$ cat src/rtl/mul_const_recon.sv
// mul_const_recon: rebuilds X = C*Q + R from a quotient and remainder using MSB-first Horner shift-add over the bits of C
module mul_const_recon #(
    parameter int QW = 60,
    parameter int RW = 5,
    parameter int XW = 64,
    parameter int C  = 23
) (
    input  logic          clk,
    input  logic          rst_n,
    input  logic          in_valid,
    output logic          in_ready,
    input  logic [QW-1:0] Q_in,
    input  logic [RW-1:0] R_in,
    output logic          out_valid,
    input  logic          out_ready,
    output logic [XW-1:0] X_out,
    output logic          ovf,
    output logic          err
);
    localparam int CW = $clog2(C + 1);
    localparam int AW = QW + CW;
    localparam int SW = $clog2(CW);
    localparam logic [CW-1:0] CB = CW'(C);
    localparam logic [1:0] IDLE = 2'd0;
    localparam logic [1:0] ACC  = 2'd1;
    localparam logic [1:0] DONE = 2'd2;

    logic [1:0]    state;
    logic [QW-1:0] q;
    logic [RW-1:0] r;
    logic [AW-1:0] acc;
    logic [AW-1:0] acc_nxt;
    logic [SW-1:0] step;
    logic [XW-1:0] x_nxt;
    logic          ovf_nxt;

    assign in_ready  = state == IDLE;
    assign out_valid = state == DONE;

    // one Horner step: double, add Q when this bit of C is set, fold in R on the last bit
    always_comb acc_nxt = {acc[AW-2:0], 1'b0} + (CB[step] ? AW'(q) : '0) + (step == '0 ? AW'(r) : '0);

    generate
        if (AW > XW) begin : g_wide
            assign x_nxt   = acc_nxt[XW-1:0];
            assign ovf_nxt = |acc_nxt[AW-1:XW];
        end else begin : g_narrow
            assign x_nxt   = XW'(acc_nxt);
            assign ovf_nxt = 1'b0;
        end
    endgenerate

    // control FSM, operand capture, accumulation and result registers
    always_ff @(posedge clk or negedge rst_n) begin
        if (!rst_n) begin
            state <= IDLE;
            q     <= '0;
            r     <= '0;
            acc   <= '0;
            step  <= '0;
            X_out <= '0;
            ovf   <= 1'b0;
            err   <= 1'b0;
        end else begin
            case (state)
                IDLE: if (in_valid) begin
                    q     <= Q_in;
                    r     <= R_in;
                    acc   <= '0;
                    step  <= SW'(CW - 1);
                    state <= ACC;
                end
                ACC: begin
                    acc  <= acc_nxt;
                    step <= step - 1'b1;
                    if (step == '0) begin
                        state <= DONE;
                        X_out <= x_nxt;
                        ovf   <= ovf_nxt;
                        err   <= r >= RW'(C);
                    end
                end
                DONE: if (out_ready) state <= IDLE;
                default: state <= IDLE;
            endcase
        end
    end
endmodule

$ cat config.mk
export PLATFORM = sky130hd
export DESIGN_NAME = mul_const_recon
export DESIGN_NICKNAME = d
export VERILOG_FILES = /design/src/rtl/mul_const_recon.sv
export SDC_FILE = /design/constraint.sdc
export NUM_CORES = 1
export LEC_CHECK = 0
export CORE_MARGIN = 2
export CORE_UTILIZATION = 55
export DETAILED_ROUTE_END_ITERATION = 6
export PLACE_DENSITY = 0.87
export SETUP_SLACK_MARGIN = 0.2
export SYNTH_ARGS = -nofsm -noshare
export SYNTH_HDL_FRONTEND = slang
export SYNTH_SLANG_ARGS = --single-unit
export TNS_END_PERCENT = 10
$ cat constraint.sdc
create_clock -name clk -period 6.7 [get_ports clk]
set_input_delay 1.34 -clock clk [delete_from_list [all_inputs] [get_ports clk]]
set_output_delay 1.34 -clock clk [all_outputs]
set_load 0.01 [all_outputs]
After elaboration in Yosys (flattened, before gate mapping)

Memories as Yosys holds them, arrays and structs flattened.
Index checks and enable logic that the tools add are counted.

Bits in registers: 200
Memory bits (read-only): 8
Input port bits: 69
Output and inout bits: 68
Logic and storage cells: 37
Memories: 1

Memories:

| name            | depth | bits a word | read ports | clocked after memory_dff | wr ports | RTL line | text |
|---|---|---|---|---|---|---|---|
| (no name shown) | 8     | 1           | 1          | 0                        | 0        | 41       | `always_comb acc_nxt = {acc[AW-2:0], 1'b0} + (CB[step] ? AW'(q) : '0) + (step == '0 ? AW'(r) : '0);` |

$add $sub $neg: 3
Magnitude comparators: 2
Eq/ne operators: 5
Multiplexer cells: 11
Reductions and logical operators: 7

Operators by type and width:

| operator                                                               | number |
|---|---|
| 64-bit one-hot mux with 2 select lines                                 | 1 |
| 65-bit by 5-bit adder with 65-bit output                               | 1 |
| 65-bit by 60-bit adder with 65-bit output                              | 1 |
| 64-bit two-way mux                                                     | 1 |
| 60-bit two-way mux                                                     | 1 |
| 2-bit two-way mux                                                      | 3 |
| 2-bit one-hot mux with 3 select lines                                  | 1 |
| 3-bit one-hot mux with 2 select lines                                  | 1 |
| 2-bit AND reduction                                                    | 3 |
| 5-bit >= comparator (second input constant)                            | 1 |
| 5-bit two-way mux                                                      | 1 |
| 3-bit by 4-bit < comparator with 1-bit output (second input constant)  | 1 |
| 2-bit != test (second input constant)                                  | 2 |
| 3-bit zero test                                                        | 1 |
| 3-bit two-way mux                                                      | 1 |
| 3-bit AND reduction                                                    | 1 |
| 3-bit by 1-bit subtractor with 3-bit output (second input constant)    | 1 |
| 2-bit by 1-bit equality test with 1-bit output (second input constant) | 1 |
| 2-bit equality test (second input constant)                            | 1 |
| 2-bit zero test                                                        | 1 |
| 2-bit by 1-bit != test with 1-bit output (second input constant)       | 1 |
| 2-bit nonzero test                                                     | 1 |
| 1-bit two-way mux                                                      | 1 |

Logic depth before layout (Yosys ltp)

Word-level depth: 6
Mapped depth: 18

Worst setup path after synthesis

Ideal clock, no wire load.

Kind: register to register
Start point: register step[0]
End point: register acc[57]
Arrival time: 4.026 ns
Required time: 6.567 ns
Slack: 2.541 ns
Cell stages (with the launch flop): 18
Path buffers: 1
Clock period less this slack: 4.159 ns
Cell sequence: dfrtp_1 -> ha_1 -> nand2b_1 -> clkbuf_1 -> nand2_1 -> fa_1 -> inv_1 -> ha_1 -> fa_1 -> a211oi_1 -> o21ai_1 -> a32o_1 -> a311oi_2 -> a211oi_1 -> or3_4 -> a31oi_1 -> xor2_1 -> o21ai_0

Longest elaborated chain between the ends: 6
Elaborated cells on any way between the ends: 8
Those cells by class: add/sub (2); mux (4); reduce/logical (1); memory (1)

Ends and longest elaborated chain:

| what                                       | RTL line | text |
|---|---|---|
| from (decl)                                | 33       | `logic [SW-1:0] step;` |
| from (signal assigned)                     | 70       | `step <= SW'(CW - 1);` |
| from (signal assigned)                     | 75       | `step <= step - 1'b1;` |
| memory read 8 x 1 bit                      | -        |  |
| 1-bit two-way mux (implied by the code)    | 41       |  |
| 60-bit two-way mux                         | 41       |  |
| 65-bit by 60-bit adder with 65-bit output  | 41       |  |
| 65-bit by 5-bit adder with 65-bit output * | 41       |  |
| 64-bit one-hot mux with 2 select lines *   | 65       | `case (state)` |
| to (signal assigned)                       | 74       | `acc <= acc_nxt;` |
| to (decl)                                  | 31       | `logic [AW-1:0] acc;` |

Mark *: on every way between the ends. The rest lies on a longest branch, timed or not. The select of a mux whose other input is x is not followed.
A chain may end at the register's enable or synchronous reset.

Final worst setup path

Start point: register step[0]
End point: register X_out[47]

Longest elaborated chain between the ends: 5
Elaborated cells on any way between the ends: 8
Those cells by class: add/sub (2); mux (3); reduce/logical (2); memory (1)

Ends and longest elaborated chain:

| what                                      | RTL line | text |
|---|---|---|
| memory read 8 x 1 bit                     | -        |  |
| 1-bit two-way mux (implied by the code)   | 41       |  |
| 60-bit two-way mux                        | 41       |  |
| 65-bit by 60-bit adder with 65-bit output | 41       |  |
| 65-bit by 5-bit adder with 65-bit output  | 41       |  |
| to (signal assigned)                      | 78       | `X_out <= x_nxt;` |
| to (decl)                                 | 16       | `output logic [XW-1:0] X_out,` |

Parallel ways exist; a longest one is shown, timed or not. The select of a mux whose other input is x is not followed.

==> flow_metrics.py <==
metrics = {
    "status": {
        "status": "complete, no violations",
    },
    "cts": {
        "cts.path.max_buffers": 2,
        "root_buffer": "clkbuf_16",
        "clk_latency_ns": 0.44,
        "cts_setup_buffers": 0,
        "cts.sinks": 200,
        "cts_max_level": 4,
        "numCtsBuffers": 17,
        "postCtsResizedCells": 0,
        "cts_tree": "built",
        "cts.clk_slew.worst_paths_ns": 0.07,
        "postCtsHoldBufs": 0,
    },
    "setup_path": {
        "cp_slowest_stage_delay_ns": 0.78,
        "worstPathArrival_ns": 5.55,
        "crit_slowest_cell": "nand2b_1",
        "worstPathBufferInverterCount": 1,
        "crit_path_cell_trace": "ha_1 > nand2b_1 > nand2_1 > fa_1 > inv_1 > ha_1 > fa_1 > a211oi_1 > o21ai_1 > a32o_1 > o31a_1 > nor3_4 > o41ai_2 > nand2_1 > o21a_1 > xor2_1 > o21ai_0",
        "crit_fanout": 33,
        "required_ns": 6.97,
        "cp_top_family": "compound AO/OA/AOI/OAI gates",
        "cp-end-kind": "flop",
        "crit_type": "flop to flop",
        "startpoint_type": "flop",
    },
    "die": {
        "dieArea_um2": 23450,
        "core_um2": 21820,
        "rows": 54,
        "ios": 137,
        "die_w_um": 153.1,
        "die_y_um": 153.1,
        "start_util_pct": 56.05,
    },
    "placed_design": {
        "placed_cells": 1628,
        "io_buffers": 136,
        "dp_slack_ns": 1.503,
        "hpwl_um": 21210,
        "gp_congestion": 0.9217,
    },
    "timing": {
        "fin_crit_sh_pct": 78.81,
        "finalSetupViolCount": 0,
        "skew_ns": 0.01317,
        "worstMarginPinSlew_ns": 1.130,
        "finalHoldViolCount": 0,
        "setup_tns_ns": 0,
        "finalCriticalPeriod_ns": 5.280,
        "slew_headroom_pct": 24.67,
        "fmax_ghz": 0.1894,
        "slew_viol_final": 0,
        "finalWorstSetupSlack_ns": 1.420,
        "rsz0062_at_grt": "no",
    },
    "detailed_routing": {
        "vias": 10070,
        "wl_um": 29990,
        "detail-route-antenna-nets": 0,
        "post-route-drc-count": 0,
        "dr.pass1.iters": 7,
        "via_per_inst": 6.069,
        "drt-wirelength-per-cell_um": 18.08,
        "drt_iter0_markers": 849,
    },
    "synth": {
        "synth_cell_type_count": 68,
        "netlist_area_um2": 12230,
        "ys_ff_latch": 200,
        "synthFlopType": "dfrtp_1",
        "ys_seq_area_share_pct": 40.92,
        "synthTopCellsByArea": "dfrtp_1, ha_1, o21ai_0",
        "avgSynthCellArea_um2": 9.609,
        "yosysWarnings": 0,
        "synth_cells": 1273,
        "synth_edf_count": 0,
        "postSynth.asyncResetShare_pct": 100.0,
        "synth_top_area_cell": "dfrtp_1",
        "yosysTopAreaCellShare_pct": 40.92,
        "syn-num-nets": 1466,
    },
    "final_layout": {
        "utilization_pct": 65.61,
        "final_cell_mix": "dfrtp_1, o21ai_0, clkdlybuf4s50_1",
        "diodes": 0,
        "final_common_cell": "dfrtp_1",
        "num-nets-final": 1560,
        "drive_gt1_share_pct": 8.847,
        "area_delta_synth_final_pct": 17.06,
        "final_cells": 1659,
    },
    "hold_path": {
        "hold_path.class": "flop to flop",
    },
    "global_routing": {
        "antenna_found_initial": 0,
        "grt_pass1_vias": 9932,
        "grt_pass1_wl_um": 49750,
        "grt_start_max_net_pins": 99,
        "grt_overflow": 0,
        "track_usage_pct": 25.80,
    },
    "run": {
        "drv_cap": 0,
    },
}
==> worst reg2reg max path, cell delays in order, from the launching register on <==
cell,delay (ns)
dfrtp_1,0.42
ha_1,0.21
nand2b_1,0.78
nand2_1,0.19
fa_1,0.55
inv_1,0.04
ha_1,0.25
fa_1,0.44
a211oi_1,0.45
o21ai_1,0.16
a32o_1,0.30
o31a_1,0.33
nor3_4,0.28
o41ai_2,0.16
nand2_1,0.13
o21a_1,0.13
xor2_1,0.19
o21ai_0,0.12
==> sequential cells by signal, indices dropped and copies added, names as in the netlist <==
signal and cells:
X_out 64, acc 64, err 1, ovf 1, q 60, r 5, state 2, step 3
==> cell usage after synthesis, types with 7 or more instances <==
cell type / instances
xnor2_1: 31
nand3_1: 76
a211oi_1: 7
dfrtp_1: 200
xor2_1: 28
nor2b_1: 8
o21ai_0: 156
nand4_1: 17
inv_1: 21
a21oi_1: 85
a31oi_1: 9
o31ai_1: 7
a21o_1: 38
mux2_2: 65
ha_1: 119
o21a_1: 7
o21bai_1: 9
nor2_1: 35
and2_1: 70
clkbuf_1: 65
nand2_1: 132
==> kinds of logic (layout without fill, tap and decap cells) <==
| logic type | after synthesis | count (layout) | synth area share (%) |
|---|---|---|---|
| AND/OR/NAND/NOR | 374 | 374 | 15.23 |
| AO/OA/AOI/OAI | 363 | 363 | 17.93 |
| flip-flops | 200 | 200 | 40.92 |
| adder cells (fa/ha/maj) | 124 | 124 | 12.99 |
| buffers and inverters | 88 | 194 | 2.721 |
| multiplexers | 65 | 65 | 5.984 |
| XOR/XNOR | 59 | 59 | 4.225 |
==> metal layers <==
metal | global-route usage [%] | share of wire [%]
met5 | 0 | 0
met3 | 3.714 | 5.5
met2 | 41.96 | 47
met1 | 35.69 | 45
met4 | 8.686 | 2.4
==> area by class of cell <==
cell class	count	area, µm²
clock buffers	21	460.4
well taps	280	350.3
clock inverters	10	97.59
multi-input cells	985	6917
fillers	1677	7505
flip-flops and latches	200	5005
inverters	21	78.83
repair buffers	142	1410
==> stage by stage <==
stage | hold WS (ns) | area [µm²]
after detailed placement | 0.4696 | 13760
after floorplan | 0.4563 | 12230
final | 0.4765 | 14320
after global routing | 0.5113 | 14320
after global placement | 0.4616 | 13760
after CTS | 0.4855 | 14320
==> worst paths after layout <==
| path | start | depth (start not counted) | end | slack [ns] |
|---|---|---|---|---|
| min reg2reg | X_out[1]$_DFFE_PN0P_ | 2 | X_out[1]$_DFFE_PN0P_ | 0.48 |
| max | step[0]$_DFFE_PN0P_ | 17 | X_out[47]$_DFFE_PN0P_ | 1.42 |
| max reg2reg | step[0]$_DFFE_PN0P_ | 17 | X_out[47]$_DFFE_PN0P_ | 1.42 |
| min | X_out[1]$_DFFE_PN0P_ | 2 | X_out[1]$_DFFE_PN0P_ | 0.48 |
| max in group asynchronous | rst_n | 2 | q[47]$_DFFE_PN0P_ | 4.36 |
| min in group asynchronous | rst_n | 1 | X_out[16]$_DFFE_PN0P_ | 0.92 |
Power is not shown: default switching activity piles up to over one toggle a cycle in this logic, so the estimate is an artifact.
